### config.mk
export PLATFORM = sky130hd
export DESIGN_NAME = disp_scan_sched
export DESIGN_NICKNAME = d
export VERILOG_FILES = /design/src/rtl/disp_scan_sched.sv
export SDC_FILE = /design/constraint.sdc
export NUM_CORES = 1
export LEC_CHECK = 0
export CORE_MARGIN = 1
export CORE_UTILIZATION = 49
export CTS_CLUSTER_SIZE = 14
export DETAILED_ROUTE_END_ITERATION = 12
export GPL_ROUTABILITY_DRIVEN = 1
export HOLD_SLACK_MARGIN = 0.05
export PLACE_DENSITY_LB_ADDON = 0.12
export REMOVE_ABC_BUFFERS = 1
export SLEW_MARGIN = 5
export SYNTH_ARGS = -nofsm -noshare
export SYNTH_HDL_FRONTEND = slang
export SYNTH_SLANG_ARGS = --single-unit
### constraint.sdc
create_clock -name CLK -period 3.4 [get_ports CLK]
set_input_delay 0.51 -clock CLK [delete_from_list [all_inputs] [get_ports CLK]]
set_output_delay 0.51 -clock CLK [all_outputs]
set_load 0.1 [all_outputs]
### src/rtl/disp_scan_sched.sv
// rtl/disp_scan_sched.sv - 8-digit 7-segment scan scheduler with A/B frame arbitration and PWM
//
// Scans eight multiplexed digits. Each digit period is BLANK_CYC clocks of
// anti-ghost blanking followed by a 16*SLOT-clock PWM window split into ON and
// OFF by the brightness sampled at the end of blanking. Two requesters share the
// display; a winner is chosen round-robin only at frame boundaries (BLANK entry
// of digit 0), so a frame is never torn.
//
// Ports:
//   CLK, nRST            clock, synchronous active-low reset
//   en                   scan enable; low forces IDLE with all outputs quiet
//   a_req/a_data/a_dots  requester A frame request (level), digits and dots
//   a_ack                one-clock pulse when A's frame is captured
//   b_req/b_data/b_dots  requester B, same as A
//   b_ack                one-clock pulse when B's frame is captured
//   bright               brightness 0..15
//   drains               one-hot digit drive, 0 = all off
//   tetrade, dot         nibble and decimal point of the current digit
//   seg_oe               segment decoder output enable
//   frame_start          one-clock pulse at each frame boundary
module disp_scan_sched #(
  parameter int SLOT      = 16,
  parameter int BLANK_CYC = 8
) (
  input  logic        CLK,
  input  logic        nRST,
  input  logic        en,
  input  logic        a_req,
  input  logic [31:0] a_data,
  input  logic [7:0]  a_dots,
  output logic        a_ack,
  input  logic        b_req,
  input  logic [31:0] b_data,
  input  logic [7:0]  b_dots,
  output logic        b_ack,
  input  logic [3:0]  bright,
  output logic [7:0]  drains,
  output logic [3:0]  tetrade,
  output logic        dot,
  output logic        seg_oe,
  output logic        frame_start
);

  localparam int TW = $clog2(16 * SLOT + BLANK_CYC + 1);
  localparam logic [TW-1:0] BLANK_LAST = TW'(BLANK_CYC - 1);

  typedef enum logic [1:0] {IDLE, BLANK, ON, OFF} state_t;

  state_t        state_q;
  logic [TW-1:0] timer_q;
  logic [2:0]    idx_q;
  logic [3:0]    bright_q;
  logic [31:0]   shadow_q;
  logic [7:0]    dots_q;
  logic          rr_q;          // 1: B was granted last, so A wins the next tie
  logic          a_ack_q, b_ack_q, frame_start_q, seg_oe_q, dot_q;
  logic [7:0]    drains_q;
  logic [3:0]    tetrade_q;

  logic          grant_a_d, grant_b_d, digit_end_d;
  logic [31:0]   shadow_d;
  logic [7:0]    dots_d;
  logic [2:0]    nidx_d;
  logic [TW-1:0] on_last_d, off_last_d;

  always_comb begin
    nidx_d      = idx_q + 3'd1;
    grant_a_d   = a_req & (~b_req | rr_q);
    grant_b_d   = b_req & (~a_req | ~rr_q);
    shadow_d    = shadow_q;
    dots_d      = dots_q;
    if (grant_a_d) begin
      shadow_d = a_data;
      dots_d   = a_dots;
    end else if (grant_b_d) begin
      shadow_d = b_data;
      dots_d   = b_dots;
    end
    on_last_d   = TW'((32'(bright_q) + 32'd1) * SLOT - 1);
    // Unused when bright_q is 15: the OFF phase is skipped entirely.
    off_last_d  = TW'((32'd15 - 32'(bright_q)) * SLOT - 1);
    digit_end_d = (state_q == ON  && timer_q == on_last_d && bright_q == 4'd15) ||
                  (state_q == OFF && timer_q == off_last_d);
  end

  always_ff @(posedge CLK) begin
    if (!nRST) begin
      state_q       <= IDLE;
      timer_q       <= '0;
      idx_q         <= '0;
      bright_q      <= '0;
      shadow_q      <= '0;
      dots_q        <= '0;
      rr_q          <= 1'b1;
      a_ack_q       <= 1'b0;
      b_ack_q       <= 1'b0;
      frame_start_q <= 1'b0;
      seg_oe_q      <= 1'b0;
      drains_q      <= '0;
      tetrade_q     <= '0;
      dot_q         <= 1'b0;
    end else begin
      a_ack_q       <= 1'b0;
      b_ack_q       <= 1'b0;
      frame_start_q <= 1'b0;
      if (!en) begin
        state_q   <= IDLE;
        timer_q   <= '0;
        idx_q     <= '0;
        seg_oe_q  <= 1'b0;
        drains_q  <= '0;
        tetrade_q <= '0;
        dot_q     <= 1'b0;
      end else if (state_q == IDLE || digit_end_d) begin
        state_q  <= BLANK;
        timer_q  <= '0;
        seg_oe_q <= 1'b0;
        drains_q <= '0;
        if (state_q == IDLE || idx_q == 3'd7) begin
          // Frame boundary: capture the winner and show its digit 0 at once.
          idx_q         <= '0;
          frame_start_q <= 1'b1;
          shadow_q      <= shadow_d;
          dots_q        <= dots_d;
          tetrade_q     <= shadow_d[3:0];
          dot_q         <= dots_d[0];
          a_ack_q       <= grant_a_d;
          b_ack_q       <= grant_b_d;
          if (grant_a_d)      rr_q <= 1'b0;
          else if (grant_b_d) rr_q <= 1'b1;
        end else begin
          idx_q     <= nidx_d;
          tetrade_q <= shadow_q[{nidx_d, 2'b00} +: 4];
          dot_q     <= dots_q[nidx_d];
        end
      end else begin
        case (state_q)
          BLANK: begin
            if (timer_q == BLANK_LAST) begin
              state_q  <= ON;
              timer_q  <= '0;
              bright_q <= bright;
              drains_q <= 8'b1 << idx_q;
              seg_oe_q <= 1'b1;
            end else begin
              timer_q <= timer_q + 1'b1;
            end
          end
          ON: begin
            if (timer_q == on_last_d) begin
              state_q  <= OFF;
              timer_q  <= '0;
              drains_q <= '0;
              seg_oe_q <= 1'b0;
            end else begin
              timer_q <= timer_q + 1'b1;
            end
          end
          OFF:     timer_q <= timer_q + 1'b1;
          default: state_q <= IDLE;
        endcase
      end
    end
  end

  assign a_ack       = a_ack_q;
  assign b_ack       = b_ack_q;
  assign frame_start = frame_start_q;
  assign seg_oe      = seg_oe_q;
  assign drains      = drains_q;
  assign tetrade     = tetrade_q;
  assign dot         = dot_q;

endmodule
==> impl_summary.md <==
Floorplan
The chip width is 93.57 um. The initial core utilization is 50.26%. The number of top-level design ports is 106. In this run the vertical extent of the chip is 93.57 um. The initialized floorplan defines 33 standard-cell rows. The core footprint is 8175 um2. The die covers 8755 um2.

Setup path
In this run the critical register-to-register path is launched from bright_q[1]$_SDFFE_PN0P_. At the worst endpoint, the arrival time is 3.06 ns. The worst setup path is captured at a flop.

In this run the worst setup path begins at bright_q[1]$_SDFFE_PN0P_. The worst setup path is launched from a flop. The maximum fanout count along the critical path is 37. The worst setup path is of the flop to flop kind. The required time of the worst setup path is 3.65 ns.

Synth
A synthesized cell averages 9.213 um2. The commonest cells after synthesis are 76 x sky130_fd_sc_hd__dfxtp_1, 38 x sky130_fd_sc_hd__a31oi_1, 37 x sky130_fd_sc_hd__nand2_1. The top cell type by area accounts for 37.03% of the synthesized area.

The number of warnings issued by yosys is 0. After synthesis the netlist holds a flip-flop and latch count of 76. The number of unique standard cell types used by synthesis is 49. The cell with the most instances after synthesis is sky130_fd_sc_hd__dfxtp_1. Of all flip-flops after synthesis, the portion carrying an async set or reset was 0%. Of all cell types, the one taking the most synthesized area is sky130_fd_sc_hd__dfxtp_1.

The count of flip-flops with a built-in enable after synthesis is 0. In the post-synthesis netlist, the biggest area contributors are sky130_fd_sc_hd__dfxtp_1 37%, sky130_fd_sc_hd__a211oi_1 6.4%, sky130_fd_sc_hd__a22oi_1 6.4%. The synthesized netlist cell count is 446.

In this run the cell area of the synthesized design comes to 4109 um2. Of the synthesized area, sequential elements account for 37.03%. The most instantiated flip-flop cell in the synthesis netlist is sky130_fd_sc_hd__dfxtp_1.

Global routing
The total overflow reported by the global router is 0. The via count of the first global-routing pass is 3699. The global router's overall resource usage is 25.44%. The initial antenna violation count came to 0. Entering global routing, the biggest net connects 38 pins. The first global-routing pass estimated 17330 um of wire.

Hold path
The startpoint of the lowest-slack hold path is seg_oe$_SDFFE_PP0P_. The min-delay analysis places its worst path in the category flop to flop.

Power and ir drop
The fraction of power consumed by combinational cells is 19.8%. The share of total power dissipated in the clock network is 33.3%. Net switching is 27.09% of the power. The leakage power summed over all cells is 1.897 nW. Across the VDD grid, the largest voltage drop is 0.2198 mV. The portion of total power attributed to sequential cells is 46.9%.

The power density relative to cell area is 378.4 nW/um2. Summed over all nets, the switching power comes to 0.5558 mW. The design draws 2.051 mW. The internal power of the cells totals 1.496 mW.

Clock network
The later-pin clock latency in the skew report is 0.35 ns. In this run, post-CTS hold repair placed 0 buffers. The deepest clock path buffer count is 2. The CTS root buffer is sky130_fd_sc_hd__clkbuf_8. The clock net in this run drives a total of 76 sinks. The post-CTS repair timing setup buffer count is 0.

The clock transition time at the flip-flop clock pins of the worst setup and hold paths is 0.08 ns. The H-tree was split into 3 levels. Once the clock tree was built, the resizer swapped 0 gates to a different size. The TritonCTS clock tree is built.

TritonCTS created 9 clock buffers.

Route
In this run, the number of DRC markers left after iteration 0 of detailed routing was 157. The count of nets left with antenna violations after detail routing is 0. The DRC violation count after routing is 0. Wires add up to 10390 um. The average via count per standard cell is 5.837. The pre-antenna-repair detailed-routing pass consisted of 4 iterations. The via total after detailed routing is 3771. The average detailed-routed wire length per instance is 16.09 um.

STA
The final cycle utilization of the critical path is 82.61%. The headroom to the max-slew limit is 32.98%. The transition time of the tightest slew-check pin is 1.002 ns. Derived from the worst setup path, the maximum achievable clock frequency is 356.0 MHz. The number of hold violations in the final report is 0. Setup repair after global routing left no endpoint under its margin. The setup clock skew after layout is 0.01183 ns. The max-slew violation count came to 0. Setup violations remaining at the end of the flow were counted as 0.

The worst path needs 2.809 ns of the cycle, external delays included.

Final layout
The proportion of layout cells with a drive suffix above 1 is 9.612%. The number of antenna diodes in the final layout is 0. The number of non-filler instances in the completed layout is 646.

The net count of the finished layout is 638. The area growth from synthesis to layout is 31.94%. The number of fill cells in the layout is 702.

Placed design
The routability congestion estimate from global placement is 0.8294. Detailed placement ended at an HPWL of 7372 um. The number of buffer cells added on primary ports is 105. Including well taps, the total number of placed cells is 630.

Flow run
The total of max-cap violations is 0.

Outcome
The run finished with clean final reports.
[per-stage QoR]
stage | util (%) | hold WS [ns] | worst slack [ns] | TNS [ns] | cell area, um2
global route | 66.31 | 0.4772 | 0.3530 | 0 | 5421
global placement | 63.94 | 0.4349 | 0.7802 | 0 | 5228
detailed placement | 63.94 | 0.4414 | 0.5958 | 0 | 5228
floorplan | - | 0.4580 | -0.2693 | -9.424 | 3929
finish | 66.31 | 0.4526 | 0.5914 | 0 | 5421
CTS | 66.31 | 0.4592 | 0.5777 | 0 | 5421
[worst max-delay path, stage by stage, from the launching register on]
cell and delay, ns:
sky130_fd_sc_hd__dfxtp_1 0.43, sky130_fd_sc_hd__ha_1 0.29, sky130_fd_sc_hd__nand3_1 0.16, sky130_fd_sc_hd__xnor2_1 0.20, sky130_fd_sc_hd__o41ai_4 0.54, sky130_fd_sc_hd__a31o_4 0.28, sky130_fd_sc_hd__buf_4 0.38, sky130_fd_sc_hd__a31oi_1 0.14
sky130_fd_sc_hd__a211oi_1 0.27
[power groups by stage]
stage,clock network [mW],logic (mW),registers [mW]
finish,0.683,0.407,0.961
global route,0.733,0.442,0.967
detailed placement,0,0.407,0.981
CTS,0.699,0.408,0.961
floorplan,0,0.191,1.01
global placement,0,0.397,0.979
[cells by family after synthesis]
| family | share of synthesized area, % |
|---|---|
| compound gates | 30.27 |
| simple gates | 11.63 |
| flops | 37.03 |
| buf+inv | 5.299 |
| mux | 7.674 |
| xor+xnor | 4.141 |
| fa+ha+maj | 3.959 |
[routing by layer]
layer  up-vias  wire length [um]  track usage (%)
li1       1884                 -                -
met1      1773              4529            30.95
met2       105              5238            44.06
met3         9               477            5.203
met4         0               148            9.615
met5         -                 0                0
[placed cells by master (no fill, tap or decap), drive strengths merged, types with 13 or more instances in the layout]
| master | n |
|---|---|
| nor2 | 16 |
| a211oi | 35 |
| ha | 13 |
| a21oi | 30 |
| buf | 13 |
| nand2 | 37 |
| a22oi | 35 |
| dfxtp | 76 |
| clkdlybuf4s50 | 105 |
| a31oi | 38 |
| o21ai | 16 |
[flip-flops by register name (all words and copies together) (netlist names)]
| signal | cells |
|---|---|
| rr_q | 1 |
| state_q | 2 |
| tetrade | 4 |
| seg_oe | 1 |
| timer_q | 9 |
| dots_q | 8 |
| idx_q | 3 |
| b_ack | 1 |
| drains | 8 |
| bright_q | 4 |
| a_ack | 1 |
| frame_start | 1 |
| dot | 1 |
| shadow_q | 32 |
[path summary, 6_finish.rpt]
| kind | cells after the start | end | slack, ns |
|---|---|---|---|
| worst max register to register | 8 | shadow_q[24]$_SDFFE_PN0P_ | 0.59 |
| worst min-delay path | 1 | seg_oe$_SDFFE_PP0P_ | 0.45 |
| worst max-delay path | 8 | shadow_q[24]$_SDFFE_PN0P_ | 0.59 |
| worst min register to register | 1 | seg_oe$_SDFFE_PP0P_ | 0.45 |
[cell type report]
cell class | instances | area (um2) | area share, %
tap | 105 | 131.4 | 2.423
multi-input combinational | 321 | 2389 | 44.06
clock inverter | 4 | 48.80 | 0.9001
timing repair buffer | 118 | 1149 | 21.19
clock buffer | 12 | 145.1 | 2.677
inverter | 10 | 37.54 | 0.6924
sequential | 76 | 1521 | 28.06
Power figures use the tool's default switching activity.
